### src/rtl/linebuf_fifo_ctrl_pkg.sv
// Shared definitions for the 3x3 line-buffer controller.
// Holds FSM state encodings, err bit positions and counter widths.
// No logic; imported by the controller and its window register.
package linebuf_fifo_ctrl_pkg;

    typedef logic [2:0] state_t;

    localparam state_t ST_IDLE   = 3'd0;
    localparam state_t ST_ROW0   = 3'd1;
    localparam state_t ST_ROW1   = 3'd2;
    localparam state_t ST_STREAM = 3'd3;
    localparam state_t ST_DRAIN  = 3'd4;

    localparam int ERR_W    = 2;
    localparam int ERR_OVF  = 0;
    localparam int ERR_PROT = 1;

    // Counters sized for the largest legal image dimension.
    localparam int IMG_DIM_MAX = 1024;
    localparam int CNT_W       = $clog2(IMG_DIM_MAX);

endpackage

### src/rtl/linebuf_fifo_ctrl_win.sv
// 3x3 window shift register: one new column enters at c=2 per shift.
// Latency: window visible the cycle after shift_en.
// No backpressure; shifts whenever shift_en is high.
module conv_win3x3_reg #(
    parameter int DATA_WIDTH = 8
) (
    input  logic                    clk,
    input  logic                    rst_n,
    input  logic                    shift_en,
    input  logic [DATA_WIDTH-1:0]   row0_in,
    input  logic [DATA_WIDTH-1:0]   row1_in,
    input  logic [DATA_WIDTH-1:0]   row2_in,
    output logic [9*DATA_WIDTH-1:0] win_data
);
    import linebuf_fifo_ctrl_pkg::*;

    logic [9*DATA_WIDTH-1:0] win_q;
    logic [9*DATA_WIDTH-1:0] win_d;

    // Shift each row one column older and insert the new column at c=2.
    always_comb begin
        win_d = win_q;
        if (shift_en) begin
            for (int r = 0; r < 3; r++) begin
                win_d[(r*3+0)*DATA_WIDTH +: DATA_WIDTH] = win_q[(r*3+1)*DATA_WIDTH +: DATA_WIDTH];
                win_d[(r*3+1)*DATA_WIDTH +: DATA_WIDTH] = win_q[(r*3+2)*DATA_WIDTH +: DATA_WIDTH];
            end
            win_d[2*DATA_WIDTH +: DATA_WIDTH] = row0_in;
            win_d[5*DATA_WIDTH +: DATA_WIDTH] = row1_in;
            win_d[8*DATA_WIDTH +: DATA_WIDTH] = row2_in;
        end
    end

    // Window storage.
    always_ff @(posedge clk or negedge rst_n) begin
        if (!rst_n) win_q <= '0;
        else        win_q <= win_d;
    end

    assign win_data = win_q;

endmodule

### src/rtl/linebuf_fifo_ctrl.sv
// Line-buffer controller: steers pixels through two external line FIFOs into a 3x3 window.
// Latency: win_valid/win_data one clk after the accepted pixel; FIFO read data used same cycle.
// No backpressure: in_valid is accepted in ROW0/ROW1/STREAM; full/empty suppress and flag err.
module linebuf_fifo_ctrl #(
    parameter int DATA_WIDTH = 8,
    parameter int IMG_W      = 32,
    parameter int IMG_H      = 32
) (
    input  logic                    clk,
    input  logic                    rst_n,
    input  logic                    frame_start,
    input  logic                    in_valid,
    input  logic [DATA_WIDTH-1:0]   in_data,
    output logic                    f0_wr_en,
    output logic                    f1_wr_en,
    output logic [DATA_WIDTH-1:0]   f0_wr_data,
    output logic [DATA_WIDTH-1:0]   f1_wr_data,
    output logic                    f0_rd_en,
    output logic                    f1_rd_en,
    input  logic [DATA_WIDTH-1:0]   f0_rd_data,
    input  logic [DATA_WIDTH-1:0]   f1_rd_data,
    input  logic                    f0_empty,
    input  logic                    f1_empty,
    input  logic                    f0_full,
    input  logic                    f1_full,
    output logic                    win_valid,
    output logic [9*DATA_WIDTH-1:0] win_data,
    output logic                    busy,
    output logic [1:0]              err
);
    import linebuf_fifo_ctrl_pkg::*;

    localparam logic [CNT_W-1:0] COL_LAST = CNT_W'(IMG_W - 1);
    localparam logic [CNT_W-1:0] ROW_LAST = CNT_W'(IMG_H - 1);
    localparam logic [CNT_W-1:0] TWO      = CNT_W'(2);

    state_t             state_q, state_d;
    logic [CNT_W-1:0]   col_q, col_d;
    logic [CNT_W-1:0]   row_q, row_d;
    logic [ERR_W-1:0]   err_q, err_d;
    logic               win_valid_q, win_valid_d;

    logic               accept, need_pop0, need_pop1, pop0_ok, pop1_ok;
    logic               in_drain, start, col_wrap;
    logic [DATA_WIDTH-1:0] tap0, tap1;

    // Per-pixel datapath decisions: which FIFOs must be popped and the taps they feed.
    always_comb begin
        in_drain  = (state_q == ST_DRAIN);
        start     = frame_start && (state_q == ST_IDLE);
        accept    = in_valid && ((state_q == ST_ROW0) || (state_q == ST_ROW1) ||
                                 (state_q == ST_STREAM));
        need_pop0 = accept && ((state_q == ST_ROW1) || (state_q == ST_STREAM));
        need_pop1 = accept && (state_q == ST_STREAM);
        pop0_ok   = need_pop0 && !f0_empty;
        pop1_ok   = need_pop1 && !f1_empty;
        tap0      = pop0_ok ? f0_rd_data : '0;
        tap1      = pop1_ok ? f1_rd_data : '0;
        col_wrap  = accept && (col_q == COL_LAST);
    end

    // FIFO0 takes the live pixel; FIFO1 takes the word just popped from FIFO0 (zero if starved).
    assign f0_wr_en   = accept && !f0_full;
    assign f1_wr_en   = need_pop0 && !f1_full;
    assign f0_wr_data = in_data;
    assign f1_wr_data = tap0;
    assign f0_rd_en   = pop0_ok || (in_drain && !f0_empty);
    assign f1_rd_en   = pop1_ok || (in_drain && !f1_empty);

    // Next-state, counter and sticky-error logic.
    always_comb begin
        state_d     = state_q;
        col_d       = col_q;
        row_d       = row_q;
        win_valid_d = accept && (row_q >= TWO) && (col_q >= TWO);

        if (start) begin
            col_d = '0;
            row_d = '0;
        end else if (accept) begin
            if (col_wrap) begin
                col_d = '0;
                row_d = (row_q == ROW_LAST) ? '0 : row_q + 1'b1;
            end else begin
                col_d = col_q + 1'b1;
            end
        end

        case (state_q)
            ST_IDLE:   if (frame_start) state_d = ST_ROW0;
            ST_ROW0:   if (col_wrap) state_d = ST_ROW1;
            ST_ROW1:   if (col_wrap) state_d = ST_STREAM;
            ST_STREAM: if (col_wrap && (row_q == ROW_LAST)) state_d = ST_DRAIN;
            ST_DRAIN:  if (f0_empty && f1_empty) state_d = ST_IDLE;
            default:   state_d = ST_IDLE;
        endcase

        // A new frame clears old flags; anything flagged in the same cycle still sticks.
        err_d = start ? '0 : err_q;
        err_d[ERR_OVF]  = err_d[ERR_OVF] | (accept && f0_full) | (need_pop0 && f1_full);
        err_d[ERR_PROT] = err_d[ERR_PROT]
                        | (need_pop0 && f0_empty) | (need_pop1 && f1_empty)
                        | (in_valid && ((state_q == ST_IDLE) || in_drain))
                        | (frame_start && (state_q != ST_IDLE));
    end

    // Control state registers.
    always_ff @(posedge clk or negedge rst_n) begin
        if (!rst_n) begin
            state_q     <= ST_IDLE;
            col_q       <= '0;
            row_q       <= '0;
            err_q       <= '0;
            win_valid_q <= 1'b0;
        end else begin
            state_q     <= state_d;
            col_q       <= col_d;
            row_q       <= row_d;
            err_q       <= err_d;
            win_valid_q <= win_valid_d;
        end
    end

    conv_win3x3_reg #(
        .DATA_WIDTH (DATA_WIDTH)
    ) u_win (
        .clk      (clk),
        .rst_n    (rst_n),
        .shift_en (accept),
        .row0_in  (tap1),
        .row1_in  (tap0),
        .row2_in  (in_data),
        .win_data (win_data)
    );

    assign win_valid = win_valid_q;
    assign busy      = (state_q != ST_IDLE);
    assign err       = err_q;

endmodule

### config.mk
export PLATFORM = sky130hd
export DESIGN_NAME = linebuf_fifo_ctrl
export DESIGN_NICKNAME = d
export VERILOG_FILES = /design/src/rtl/linebuf_fifo_ctrl_pkg.sv /design/src/rtl/linebuf_fifo_ctrl_win.sv /design/src/rtl/linebuf_fifo_ctrl.sv
export SDC_FILE = /design/constraint.sdc
export NUM_CORES = 1
export LEC_CHECK = 0
export BUFFER_PORTS_ARGS = -buffer_cell sky130_fd_sc_hd__buf_4
export CAP_MARGIN = 5
export CORE_ASPECT_RATIO = 0.75
export CORE_MARGIN = 5
export CORE_UTILIZATION = 47
export DETAILED_ROUTE_END_ITERATION = 10
export PLACE_DENSITY = 0.76
export SLEW_MARGIN = 30
export SYNTH_ARGS = -nofsm -noshare
export SYNTH_HDL_FRONTEND = slang
export SYNTH_HIERARCHICAL = 1
export SYNTH_SLANG_ARGS = --single-unit
### constraint.sdc
create_clock -name clk -period 1.9 [get_ports clk]
set_input_delay 0.38 -clock clk [delete_from_list [all_inputs] [get_ports clk]]
set_output_delay 0.38 -clock clk [all_outputs]
set_load 0.02 [all_outputs]
==> qor.csv <==
metric;value;unit
buffers added on ports;127;
Synth Area in Adders;1.07;%
violated checks;setup timing;
Tot Pwr;5790;uW
Max stage delay on crit path;440;ps
Layout Area Growth over Synthesis;35.0;%
Syn Inst Count;342;
worst min-delay path class;in -> async;
Setup WS post-layout;-22.4;ps
clock latency reported for the late side of the worst-skew pair;340;ps
combinational family with the most area after synthesis;multiplexers;
layout cell share with drive strength beyond 1;57.6;%
normalized max-slew margin;63.4;%
clock period minus worst slack;1920;ps
worst-path maximum fanout;5;
final count of hold timing violations;0;
combined area of all synthesized cells;4680;um2
aggregate global routing overflow;0;
total number of nets in the final design;531;
most numerous cell in the Yosys netlist;sky130_fd_sc_hd__dfrtp_1;
Initial Utilization;48.3;%
routed via count;3206;
overall track demand over capacity in global routing;17.9;%
# IOs;128;
post-CTS clock slew at the launch and capture registers of the worst setup and hold paths;70;ps
clock sink total;98;
fraction of the mapped netlist area in simple logic gates;11.7;%
last weighted congestion value of the routability-driven placer;0.881;
most numerous cell types in the synthesized netlist;98 x sky130_fd_sc_hd__dfrtp_1, 70 x sky130_fd_sc_hd__mux2_4, 26 x sky130_fd_sc_hd__nor2_1, 18 x sky130_fd_sc_hd__and2_1, 15 x sky130_fd_sc_hd__nand2_1;
total clock buffers created by CTS;9;
initial antenna violation count;0;
number of H-tree levels;3;
final number of setup-violating endpoints;2;
post-route cell area;6320;um2
Area after DPL;5740;um2
post-synthesis average cell area;13.7;um2
cell with the largest stage delay on the worst path;sky130_fd_sc_hd__dfrtp_2;
count of inserted antenna diode cells;0;
Maximum Capacitance Violations;0;
Worst Setup Path Type;reg -> out;
highest ir drop seen on vdd;0.495;mV
number of search-and-repair iterations in the first detailed-routing pass;4;
xor/xnor share of the synthesized area;2.06;%
clock tree from TritonCTS;yes;
wire length of the first global-routing pass;17200;um
maximum achievable frequency;520;MHz
DRT antenna net count;0;
area of the core;9700;um2
prevailing post-synth register cell;sky130_fd_sc_hd__dfrtp_1;
setup skew after layout;5.68;ps
warnings from Yosys;6;
run status;complete, but fails checks;
Total Routed Length;10800;um
Detailed Place HPWL;7410;um
RSZ-0062 raised after global routing;true;
number of slew-limit violations in the final report;0;
post-route worst hold slack;90.6;ps
largest buffer count on any clock path;2;
area enclosed by the die boundary;12100;um2
Power per Cell Area;915;nW/um2
actual slew at the worst max-slew pin;543;ps
Die Span X;125;um
number of global-route vias before repair;3238;
Site Rows;31;
area share of the largest cell type after synthesis;52.4;%
first-iteration detailed-routing DRC count;221;
cell taking the most area after synthesis;sky130_fd_sc_hd__dfrtp_1;
pin count of the biggest net entering global routing;99;
share of the clock period used by the worst path;101;%
top area cells in the synthesized netlist;sky130_fd_sc_hd__dfrtp_1 52%, sky130_fd_sc_hd__mux2_4 22%, sky130_fd_sc_hd__buf_12 3.0%;
vias per inst;5.07;
number of synthesized flops with an enable pin;0;
Worst EP arrival;1540;ps
DRC violations left;0;
Worst setup SP type;flop;
Net Count, Synth;378;
fraction of synthesized area in multiplexers;22.9;%
synthesis-stage register bit count;98;
average wire per standard cell;17.1;um
proportion of synthesized flip-flops having asynchronous set or reset;100;%
required time of the critical path;1520;ps
cell type with the highest occurrence count on the critical path;sky130_fd_sc_hd__buf_6;
Die Height;96.5;um
kind of capture point of the worst setup path;output pin;
root buffer cell;sky130_fd_sc_hd__clkbuf_16;
ordered list of cells on the worst path;buf_6 -> buf_4 -> or3_4 -> buf_6;
proportion of synthesized chip area in sequential cells;52.4;%
leakage dissipation;0.00326;uW
distinct cell type count of the synthesized netlist;40;
post-synthesis compound-gate area fraction;4.11;%
## where the power goes
part	leakage (uW)	internal, uW	switching (uW)
clock	0.000140	938	813
combinational	0.00183	770	754
sequential	0.00129	2310	205
total	0.00326	4020	1770
## final timing paths
kind | from | end | slack (ps) | cells past startpoint
worst max-delay path | state_q[2] | busy | -20 | 4
worst min-delay path | rst_n | u_win/win_data[1] | 90 | 2
worst max register to register | col_q[6] | row_q[8] | 10 | 5
worst min register to register | row_q[9] | row_q[9] | 490 | 1
max in group asynchronous | rst_n | state_q[2] | 1410 | 2
min in group clk | in_data[6] | u_win/win_data[70] | 280 | 2
## worst max-delay path: cells and delay by family (launching register included)
kind	cells	cell delay [ps]
DFF	1	440
and+or+nand+nor	1	340
buffers and inverters	3	420
## flip-flops by register name, summed over array words and instances (netlist names)
| signal | flops |
|---|---|
| u_win/win_data | 72 |
| col_q | 10 |
| row_q | 10 |
| state_q | 3 |
| err | 2 |
| win_valid | 1 |
## metrics by stage
| step | utilization, % | cells | setup TNS [ps] | setup WS (ps) |
|---|---|---|---|---|
| 4_1_cts | 63.9 | 626 | -431 | -48.2 |
| 5_1_grt | 65.2 | 632 | -914 | -79.5 |
| 3_5_place_dp | 59.2 | 599 | -26.5 | -26.5 |
| 6_report | 65.2 | 632 | -27.8 | -22.4 |
| 3_3_place_gp | 59.2 | 599 | 0 | 75.7 |
| 2_1_floorplan | - | 342 | 0 | 122 |
## what timing repair did
| action | 4_1_cts | 5_1_grt |
|---|---|---|
| buffers inserted | 11 | 5 |
| gates resized for setup | 26 | 22 |
| pin swaps | 14 | 12 |
| endpoints found under the setup margin | 14 | 28 |
| cloned | 0 | 1 |
| hold buffers | 0 | 0 |
## kinds of logic after synthesis
| logic type | Yosys count |
|---|---|
| DFF | 98 |
| xor gates and xnor gates | 11 |
| and+or+nand+nor | 99 |
| AOI/OAI and AO/OA | 30 |
| adders and majority gates | 4 |
| muxes | 72 |
| buffers and inverters | 28 |
## cell usage in the layout (no fill, tap or decap), types with 4 or more instances in the layout
| cell type | instances |
|---|---|
| sky130_fd_sc_hd__a21oi_1 | 5 |
| sky130_fd_sc_hd__and2_1 | 10 |
| sky130_fd_sc_hd__and2_4 | 8 |
| sky130_fd_sc_hd__and3_1 | 5 |
| sky130_fd_sc_hd__buf_4 | 143 |
| sky130_fd_sc_hd__buf_6 | 16 |
| sky130_fd_sc_hd__clkbuf_16 | 9 |
| sky130_fd_sc_hd__dfrtp_1 | 96 |
| sky130_fd_sc_hd__ha_1 | 4 |
| sky130_fd_sc_hd__inv_1 | 6 |
| sky130_fd_sc_hd__mux2_4 | 70 |
| sky130_fd_sc_hd__nand2_1 | 11 |
| sky130_fd_sc_hd__nand3_1 | 10 |
| sky130_fd_sc_hd__nor2_1 | 24 |
| sky130_fd_sc_hd__o211ai_1 | 4 |
| sky130_fd_sc_hd__o21ai_0 | 5 |
| sky130_fd_sc_hd__xnor2_1 | 4 |
| sky130_fd_sc_hd__xor2_1 | 7 |
## cell type report
type                            instances  area (um2)
Timing Repair Buffer                  163        1320
Sequential cell                        98        2450
Clock inverter                          6        47.5
Inverter                                7        28.8
Tap cell                              132         165
Multi-Input combinational cell        216        2070
Clock buffer                           10         239
Fill cell                             747        3370
## layer usage
layer	track usage (%)	part of all wire, %	vias to the layer above
met5	0	0	-
met4	3.79	0.65	0
met3	5.22	6.5	8
met2	28.1	45	125
met1	25.1	47	1580
li1	-	-	1493
Note: power is estimated with default switching activity, not from simulation.
